[src/rtl/mem_port_sched_if.sv]
// mem_port_sched_if: fetch, load/store and RAM signals of mem_port_sched.
// mem_wstrb exists only when MEM_SCHED_BYTE_EN is defined.
interface mem_port_sched_if;
    logic        if_req;
    logic [31:0] if_addr;
    logic        if_gnt;
    logic        if_valid;
    logic [31:0] if_rdata;
    logic        d_req;
    logic [1:0]  d_op;
    logic [2:0]  d_funct3;
    logic [31:0] d_addr;
    logic [31:0] d_wdata;
    logic        d_gnt;
    logic        d_valid;
    logic [31:0] d_rdata;
    logic        d_fault;
    logic [31:0] mem_addr;
    logic        mem_re;
    logic        mem_we;
    logic [31:0] mem_wdata;
    logic [31:0] mem_rdata;
`ifdef MEM_SCHED_BYTE_EN
    logic [3:0]  mem_wstrb;
`endif

    modport slave (
        input  if_req, if_addr, d_req, d_op, d_funct3, d_addr, d_wdata, mem_rdata,
        output if_gnt, if_valid, if_rdata, d_gnt, d_valid, d_rdata, d_fault,
        output mem_addr, mem_re, mem_we, mem_wdata
`ifdef MEM_SCHED_BYTE_EN
        , output mem_wstrb
`endif
    );

    modport master (
        output if_req, if_addr, d_req, d_op, d_funct3, d_addr, d_wdata, mem_rdata,
        input  if_gnt, if_valid, if_rdata, d_gnt, d_valid, d_rdata, d_fault,
        input  mem_addr, mem_re, mem_we, mem_wdata
`ifdef MEM_SCHED_BYTE_EN
        , input mem_wstrb
`endif
    );
endinterface

[src/rtl/mem_port_sched.sv]
// mem_port_sched: shares one 1-cycle-latency RAM between fetch and load/store with alignment, extension
// and sub-word read-modify-write; MEM_SCHED_BYTE_EN replaces the RMW with byte-strobed single writes.
module mem_port_sched #(
    parameter int IF_MAX_WAIT = 4,
    parameter int WAIT_W = 3
) (
    input logic clk,
    input logic rst,
    mem_port_sched_if.slave bus
);
    typedef enum logic [2:0] {IDLE, IF_RSP, LD_RSP, ST_WR, ACK} state_t;
    localparam logic [WAIT_W-1:0] MAX_W = WAIT_W'(IF_MAX_WAIT);

    state_t state, state_nx;
    logic [WAIT_W-1:0] wait_cnt, wait_nx;
    logic [31:0] addr_q;
    logic [15:0] wdata_q;
    logic [2:0] f3_q;
    logic fault_q, latch_d, fetch_win, d_load, d_store, d_bad;
    logic [3:0] st_strb;
    logic [31:0] st_mask;

    function automatic logic [31:0] lane_rep(input logic half, input logic [15:0] w);
        return half ? {2{w}} : {4{w[7:0]}};
    endfunction

    function automatic logic [3:0] lane_strb(input logic half, input logic [1:0] l);
        return (half ? 4'b0011 : 4'b0001) << l;
    endfunction

    function automatic logic [31:0] load_ext(input logic [2:0] f, input logic [1:0] l, input logic [31:0] w);
        logic [31:0] s;
        s = w >> {l, 3'b000};
        return f[1] ? w : f[0] ? {{16{s[15] & ~f[2]}}, s[15:0]} : {{24{s[7] & ~f[2]}}, s[7:0]};
    endfunction

    // fetch only overtakes data once it has lost IF_MAX_WAIT arbitrations in a row
    assign fetch_win = bus.if_req && (!bus.d_req || (IF_MAX_WAIT != 0 && wait_cnt == MAX_W));
    assign d_load = bus.d_op == 2'd1;
    assign d_store = bus.d_op == 2'd2;
    assign d_bad = (d_load && (bus.d_funct3 == 3'b011 || bus.d_funct3[2:1] == 2'b11))
                || (d_store && bus.d_funct3 > 3'b010)
                || ((d_load || d_store) && ((bus.d_funct3[1:0] == 2'b01 && bus.d_addr[0])
                    || (bus.d_funct3[1:0] == 2'b10 && bus.d_addr[1:0] != 2'b00)));
    assign st_strb = lane_strb(f3_q[0], addr_q[1:0]);
    assign st_mask = {{8{st_strb[3]}}, {8{st_strb[2]}}, {8{st_strb[1]}}, {8{st_strb[0]}}};

    always_ff @(posedge clk) begin
        if (rst) begin
            state <= IDLE;
            wait_cnt <= '0;
            addr_q <= '0;
            wdata_q <= '0;
            f3_q <= '0;
            fault_q <= 1'b0;
        end else begin
            state <= state_nx;
            wait_cnt <= wait_nx;
            if (latch_d) begin
                addr_q <= bus.d_addr;
                wdata_q <= bus.d_wdata[15:0];
                f3_q <= bus.d_funct3;
                fault_q <= d_bad;
            end
        end
    end

    // every output is forced low while rst is high, whatever the current state
    always_comb begin
        state_nx = state;
        wait_nx = wait_cnt;
        latch_d = 1'b0;
        bus.if_gnt = 1'b0;
        bus.if_valid = 1'b0;
        bus.if_rdata = '0;
        bus.d_gnt = 1'b0;
        bus.d_valid = 1'b0;
        bus.d_rdata = '0;
        bus.d_fault = 1'b0;
        bus.mem_addr = '0;
        bus.mem_re = 1'b0;
        bus.mem_we = 1'b0;
        bus.mem_wdata = '0;
`ifdef MEM_SCHED_BYTE_EN
        bus.mem_wstrb = '0;
`endif
        if (!rst) begin
            case (state)
                IDLE: begin
                    if (fetch_win) begin
                        bus.if_gnt = 1'b1;
                        bus.mem_re = 1'b1;
                        bus.mem_addr = bus.if_addr & 32'hFFFF_FFFC;
                        wait_nx = '0;
                        state_nx = IF_RSP;
                    end else if (bus.d_req) begin
                        bus.d_gnt = 1'b1;
                        latch_d = 1'b1;
                        wait_nx = (bus.if_req && wait_cnt != '1) ? wait_cnt + 1'b1 : wait_cnt;
                        bus.mem_addr = bus.d_addr & 32'hFFFF_FFFC;
                        if (d_bad || !(d_load || d_store)) begin
                            state_nx = ACK;
                        end else if (d_load) begin
                            bus.mem_re = 1'b1;
                            state_nx = LD_RSP;
                        end else if (bus.d_funct3 == 3'b010) begin
                            bus.mem_we = 1'b1;
                            bus.mem_wdata = bus.d_wdata;
`ifdef MEM_SCHED_BYTE_EN
                            bus.mem_wstrb = 4'b1111;
`endif
                            state_nx = ACK;
                        end else begin
`ifdef MEM_SCHED_BYTE_EN
                            bus.mem_we = 1'b1;
                            bus.mem_wdata = lane_rep(bus.d_funct3[0], bus.d_wdata[15:0]);
                            bus.mem_wstrb = lane_strb(bus.d_funct3[0], bus.d_addr[1:0]);
                            state_nx = ACK;
`else
                            bus.mem_re = 1'b1;
                            state_nx = ST_WR;
`endif
                        end
                    end
                end
                IF_RSP: begin
                    bus.if_valid = 1'b1;
                    bus.if_rdata = bus.mem_rdata;
                    state_nx = IDLE;
                end
                LD_RSP: begin
                    bus.d_valid = 1'b1;
                    bus.d_rdata = load_ext(f3_q, addr_q[1:0], bus.mem_rdata);
                    state_nx = IDLE;
                end
                ST_WR: begin
                    bus.mem_we = 1'b1;
                    bus.mem_addr = addr_q & 32'hFFFF_FFFC;
                    bus.mem_wdata = (bus.mem_rdata & ~st_mask) | (lane_rep(f3_q[0], wdata_q) & st_mask);
                    state_nx = ACK;
                end
                ACK: begin
                    bus.d_valid = 1'b1;
                    bus.d_fault = fault_q;
                    state_nx = IDLE;
                end
                default: state_nx = IDLE;
            endcase
        end
    end
endmodule
[src/flat_wrapper.sv]
// flat-port wrapper written by rule: the top's interface ports become plain ports
module mem_port_sched_flat 
#(
    parameter int IF_MAX_WAIT = 4,
    parameter int WAIT_W = 3
)
  (clk, rst, bus_if_req, bus_if_addr, bus_d_req, bus_d_op, bus_d_funct3, bus_d_addr, bus_d_wdata, bus_mem_rdata, bus_if_gnt, bus_if_valid, bus_if_rdata, bus_d_gnt, bus_d_valid, bus_d_rdata, bus_d_fault, bus_mem_addr, bus_mem_re, bus_mem_we, bus_mem_wdata);
  mem_port_sched_if bus_i ();
  input logic clk;
  input logic rst;
  input wire logic [$bits(bus_i.if_req)-1:0] bus_if_req;
  input wire logic [$bits(bus_i.if_addr)-1:0] bus_if_addr;
  input wire logic [$bits(bus_i.d_req)-1:0] bus_d_req;
  input wire logic [$bits(bus_i.d_op)-1:0] bus_d_op;
  input wire logic [$bits(bus_i.d_funct3)-1:0] bus_d_funct3;
  input wire logic [$bits(bus_i.d_addr)-1:0] bus_d_addr;
  input wire logic [$bits(bus_i.d_wdata)-1:0] bus_d_wdata;
  input wire logic [$bits(bus_i.mem_rdata)-1:0] bus_mem_rdata;
  output wire logic [$bits(bus_i.if_gnt)-1:0] bus_if_gnt;
  output wire logic [$bits(bus_i.if_valid)-1:0] bus_if_valid;
  output wire logic [$bits(bus_i.if_rdata)-1:0] bus_if_rdata;
  output wire logic [$bits(bus_i.d_gnt)-1:0] bus_d_gnt;
  output wire logic [$bits(bus_i.d_valid)-1:0] bus_d_valid;
  output wire logic [$bits(bus_i.d_rdata)-1:0] bus_d_rdata;
  output wire logic [$bits(bus_i.d_fault)-1:0] bus_d_fault;
  output wire logic [$bits(bus_i.mem_addr)-1:0] bus_mem_addr;
  output wire logic [$bits(bus_i.mem_re)-1:0] bus_mem_re;
  output wire logic [$bits(bus_i.mem_we)-1:0] bus_mem_we;
  output wire logic [$bits(bus_i.mem_wdata)-1:0] bus_mem_wdata;
  assign bus_i.if_req = bus_if_req;
  assign bus_i.if_addr = bus_if_addr;
  assign bus_i.d_req = bus_d_req;
  assign bus_i.d_op = bus_d_op;
  assign bus_i.d_funct3 = bus_d_funct3;
  assign bus_i.d_addr = bus_d_addr;
  assign bus_i.d_wdata = bus_d_wdata;
  assign bus_i.mem_rdata = bus_mem_rdata;
  assign bus_if_gnt = bus_i.if_gnt;
  assign bus_if_valid = bus_i.if_valid;
  assign bus_if_rdata = bus_i.if_rdata;
  assign bus_d_gnt = bus_i.d_gnt;
  assign bus_d_valid = bus_i.d_valid;
  assign bus_d_rdata = bus_i.d_rdata;
  assign bus_d_fault = bus_i.d_fault;
  assign bus_mem_addr = bus_i.mem_addr;
  assign bus_mem_re = bus_i.mem_re;
  assign bus_mem_we = bus_i.mem_we;
  assign bus_mem_wdata = bus_i.mem_wdata;
  mem_port_sched #(.IF_MAX_WAIT(IF_MAX_WAIT), .WAIT_W(WAIT_W)) u_core (.clk(clk), .rst(rst), .bus(bus_i));
endmodule
[config.mk]
export PLATFORM = sky130hd
export DESIGN_NAME = mem_port_sched_flat
export DESIGN_NICKNAME = d
export VERILOG_FILES = /design/src/rtl/mem_port_sched_if.sv /design/src/rtl/mem_port_sched.sv /design/src/flat_wrapper.sv
export SDC_FILE = /design/constraint.sdc
export NUM_CORES = 1
export LEC_CHECK = 0
export ABC_AREA = 1
export BUFFER_PORTS_ARGS = -buffer_cell sky130_fd_sc_hd__buf_2
export CAP_MARGIN = 20
export CORE_AREA = 2 2 105 107
export CTS_BUF_LIST = sky130_fd_sc_hd__clkbuf_2 sky130_fd_sc_hd__clkbuf_4 sky130_fd_sc_hd__clkbuf_8
export CTS_CLUSTER_SIZE = 12
export DETAILED_ROUTE_END_ITERATION = 10
export DIE_AREA = 0 0 107 109
export GPL_TIMING_DRIVEN = 0
export PLACE_DENSITY_LB_ADDON = 0.1
export SYNTH_ARGS = -nofsm -noshare
export SYNTH_HDL_FRONTEND = slang
export SYNTH_SLANG_ARGS = --single-unit
[constraint.sdc]
create_clock -name clk -period 1.7 [get_ports clk]
set_input_delay 0.17 -clock clk [delete_from_list [all_inputs] [get_ports clk]]
set_output_delay 0.17 -clock clk [all_outputs]
set_load 0.01 [all_outputs]
==> flow_summary.yaml, run 1 <==
die:
  die_height_um: 109
  core.rowCount: 38
  coreArea_um2: 10600
  initial_core_util_pct: 44.9
  ios: 272
  dieArea_um2: 11700
  fp.dieW_um: 107
grt:
  use_met3_pct: 6.28
  grt_pass1_vias: 6545
  antenna_found_initial: 0
  grt_busiest_layer: "met2"
  grt.overflow.total: 0
  grt_use_met2_pct: 62.1
  use_met1_pct: 38.9
  grt_max_degree: 11
  grt_pass1_wl_um: 31900
  grt.total_usage_pct: 35.1
hold_path:
  hold_path_class: "input port to flop"
detailed_routing:
  vias: 7345
  drt_iter0_drc: 757
  drc: 0
  wl_um: 23300
  vias_per_cell: 5.61
  wl_per_cell_um: 17.8
  drt-pass1-iter-count: 7
  ant_nets: 0
sta:
  setup_viol: 158
  min_period_ps: 2250
  hold_viol: 0
  finalCritPeriodShare_pct: 132
  tightest_slew_ps: 775
  relSlewSlack_pct: 48.4
  rsz0062_at_grt: "true"
  slew_viol_final: 0
  final.setup_skew_ps: 10.1
  setup_ws_ps: -550
  fmax_mhz: 444
synth:
  syn_avg_cell_area_um2: 5.85
  synth_seq_cells: 58
  syn_area_um2: 4770
  synthCells: 815
  ys_seq_area_share_pct: 24.4
  ys_types: 31
  ys_warn_count: 0
placed_design:
  placed_cells: 1223
  globalplace.congestion: 1.02
  place_ws_ps: -441
  dp_hpwl_um: 15500
  io_buffers: 267
worst_setup_path:
  cp_max_fo: 5
  crit_family: "buffers and inverters"
  worstPathArrival_ps: 2080
  critPathRequiredTime_ps: 1530
  crit_path_end_kind: "output pin"
  cpPeakStageDelay_ps: 350
  crit_path_start_kind: "flop"
  slowest_stage: "dfxtp_2"
  critPathKind: "flop to output pin"
  timing.critical_path.mode_cell: "nand2_4"
  path_cells: "inv_2 > ha_4 > nand2_4 > nand2_4 > nand2_4 > nand3_4 > nor2_4 > buf_6 > buf_8 > nand3_2 > a21oi_2 > buf_2"
  crit_buf_inv: 4
cells_and_area:
  syn_to_final_growth_pct: 75.6
  drive_gt1_share_pct: 51.2
  mostFrequentLayoutCell: "buf_2"
  fillCellCount: 831
  final_nets: 1307
  finalNonFillerCells: 1309
  final_cell_mix: "257 x buf_2, 107 x nand2_1, 80 x a21oi_1"
  antenna_cells: 0
status:
  status: "complete, but fails checks"
  violations: "negative setup slack"
power:
  power_density_nw_per_um2: 553
  leakage_nw: 4.17
  ir_drop_v: 0.000511
cts:
  clk_latency_ps: 350
  numCtsBuffers: 9
  clock_path_buffers: 2
  cts_tree: "yes"
  cts.clk_slew.worst_paths_ps: 70
  cts_max_level: 3
  cts_root_buf: "clkbuf_8"
  cts_sinks: 58
job:
  maxCapViolCount: 0
synth_stat cells (all sizes together):
| master | n | area, um2 |
|---|---|---|
| nand2 | 138 | 528 |
| a21oi | 120 | 601 |
| nor2 | 113 | 453 |
| o21ai | 99 | 495 |
| nand3 | 94 | 475 |
| inv | 89 | 334 |
| dfxtp | 58 | 1160 |
| buf | 34 | 208 |
| clkbuf | 26 | 97.6 |
| o211ai | 15 | 143 |
| a211oi | 13 | 148 |
| ha | 5 | 62.6 |
| nand4 | 3 | 18.8 |
| clkinv | 2 | 7.51 |
| nor3 | 2 | 10.0 |
| a31oi | 1 | 6.26 |
| and2 | 1 | 6.26 |
| conb | 1 | 3.75 |
| o31ai | 1 | 7.51 |
metrics by stage:
stage	util [%]	instance area, um2	hold slack [ps]	setup TNS [ps]	power (mW)
after detailed placement	59.2	6280	455	-15800	2.73
after floorplan	-	4770	337	0	2.24
after global placement	59.2	6280	448	-15300	2.72
final	78.9	8370	83.6	-46240	4.63
after global routing	78.9	8370	82.0	-56050	4.81
after CTS	69.3	7340	81.4	-32300	4.23
flip-flops by register name (all words and copies together) (netlist names):
register / cells
u_core.addr_q: 32
u_core.wdata_q: 16
u_core.f3_q: 3
u_core.state: 3
u_core.wait_cnt: 3
u_core.fault_q: 1
power by group:
group          total (mW)  switching [mW]  internal [mW]  leakage (nW)
combinational        1.83            1.08          0.753          3.59
sequential           1.52          0.0684           1.45         0.479
clock                1.28           0.600          0.682        0.0955
worst register-to-register path, cell delays in order, from the launching register on:
cell and delay, ps:
dfxtp_2 350, inv_2 50, ha_4 160, nand2_4 60, nand2_4 60, buf_4 140, buf_6 100, buf_4 120
buf_4 120, buf_4 120, buf_4 120, buf_4 120, o211ai_1 210, buf_4 180, nand2_1 80, a21oi_2 120
kinds of logic after synthesis:
kind of cell | after synthesis | share of synthesized area (%)
flip-flops | 58 | 24.4
buffers and inverters | 151 | 13.6
AO/OA/AOI/OAI | 249 | 29.4
adder cells (fa/ha/maj) | 5 | 1.31
other | 1 | 0.0787
AND/OR/NAND/NOR | 351 | 31.3
layout make-up:
| class | instances | area [um2] | area share, % |
|---|---|---|---|
| multi-input combinational | 607 | 3690 | 44.1 |
| clock inverter | 5 | 56.3 | 0.673 |
| timing repair buffer | 340 | 2250 | 26.9 |
| tap | 140 | 175 | 2.09 |
| buffer | 58 | 500 | 5.98 |
| sequential | 58 | 1180 | 14.1 |
| clock buffer | 10 | 131 | 1.57 |
| inverter | 91 | 378 | 4.52 |
final timing paths:
path                 startpoint  cells after the start                 end  slack (ps)
max          u_core.wait_cnt[0]                     12   bus_mem_wdata[15]        -550
min              bus_d_addr[10]                      3   u_core.addr_q[10]          80
max reg2reg  u_core.wait_cnt[0]                     15  u_core.wait_cnt[2]        -490
min reg2reg    u_core.addr_q[7]                      2    u_core.addr_q[7]         470
repair_timing:
action                                  in CTS  in global routing
hold buffers                                 0                  0
buffers inserted                            37                 25
resized for setup                          186                204
gates cloned                                 8                  7
endpoints found under the setup margin     147                175
pin swaps                                   35                 42
routing by layer:
metal | part of all wire [%] | vias up
met2 | 50 | 487
met4 | 5.8 | 0
met3 | 8.9 | 114
met1 | 35 | 3333
met5 | 0 | -
li1 | - | 3411
Note: power is estimated with default switching activity, not from simulation.
==> run 2, diff against run 1 <==
--- a/constraint.sdc
+++ b/constraint.sdc
@@ -3,2 +3,2 @@
 set_output_delay 0.17 -clock clk [all_outputs]
-set_load 0.01 [all_outputs]
+set_load 0.1 [all_outputs]
==> flow_summary.yaml, run 2 <==
synth:
  syn_avg_cell_area_um2: 5.85
  synth_most_common_cell: "nand2_1"
  yosysTopAreaCell: "dfxtp_1"
  synth-main-ff-cell: "dfxtp_1"
  synthCells: 815
  synth_common_cells: "134 x nand2_1, 120 x a21oi_1, 109 x nor2_1, 94 x o21ai_0, 93 x nand3_1"
  synth_top_cell_area_share_pct: 24.4
  async_flop_share_pct: 0
  synth_seq_cells: 58
  ys_warn_count: 0
  ys_types: 31
  synth_edf_count: 0
  synth_area_leaders: "dfxtp_1 24%, a21oi_1 13%, nand2_1 11%"
  syn_area_um2: 4770
  ys_seq_area_share_pct: 24.4
die:
  ios: 272
  initial_core_util_pct: 44.9
  die_height_um: 109
  core.rowCount: 38
  fp.dieW_um: 107
cts:
  cts_max_level: 3
  holdBufCountCts: 0
  cts_setup_buffers: 59
  cts_resized: 752
  cts_sinks: 58
  cts_root_buf: "clkbuf_8"
  numCtsBuffers: 9
  clock_path_buffers: 2
placed_design:
  placed_cells: 1226
  globalplace.congestion: 0.973
  dp_hpwl_um: 16300
  io_buffers: 267
status:
  status: "stopped before the end"
  stop_stage: "clock tree synthesis (4_1_cts)"
  first-error: "[ERROR DPL-0038] Utilization greater than 100%, impossible to legalize"
-- run 2: cell counts after synthesis --
Identical to the previous run, type by type.
-- run 2: cell families after synthesis --
group           synth area share, %
buf+inv                        13.6
simple gates                   31.3
fa+ha+maj                      1.31
other cells                  0.0787
flops                          24.4
compound gates                 29.4
-- run 2: stage by stage --
| step | area (um2) | hold slack, ps | TNS [ps] | worst slack, ps | utilization, % |
|---|---|---|---|---|---|
| after detailed placement | 7520 | 455 | -51450 | -660 | 70.9 |
| after floorplan | 5960 | 337 | -26140 | -1070 | - |
| after global placement | 7470 | 441 | -50690 | -672 | 70.5 |
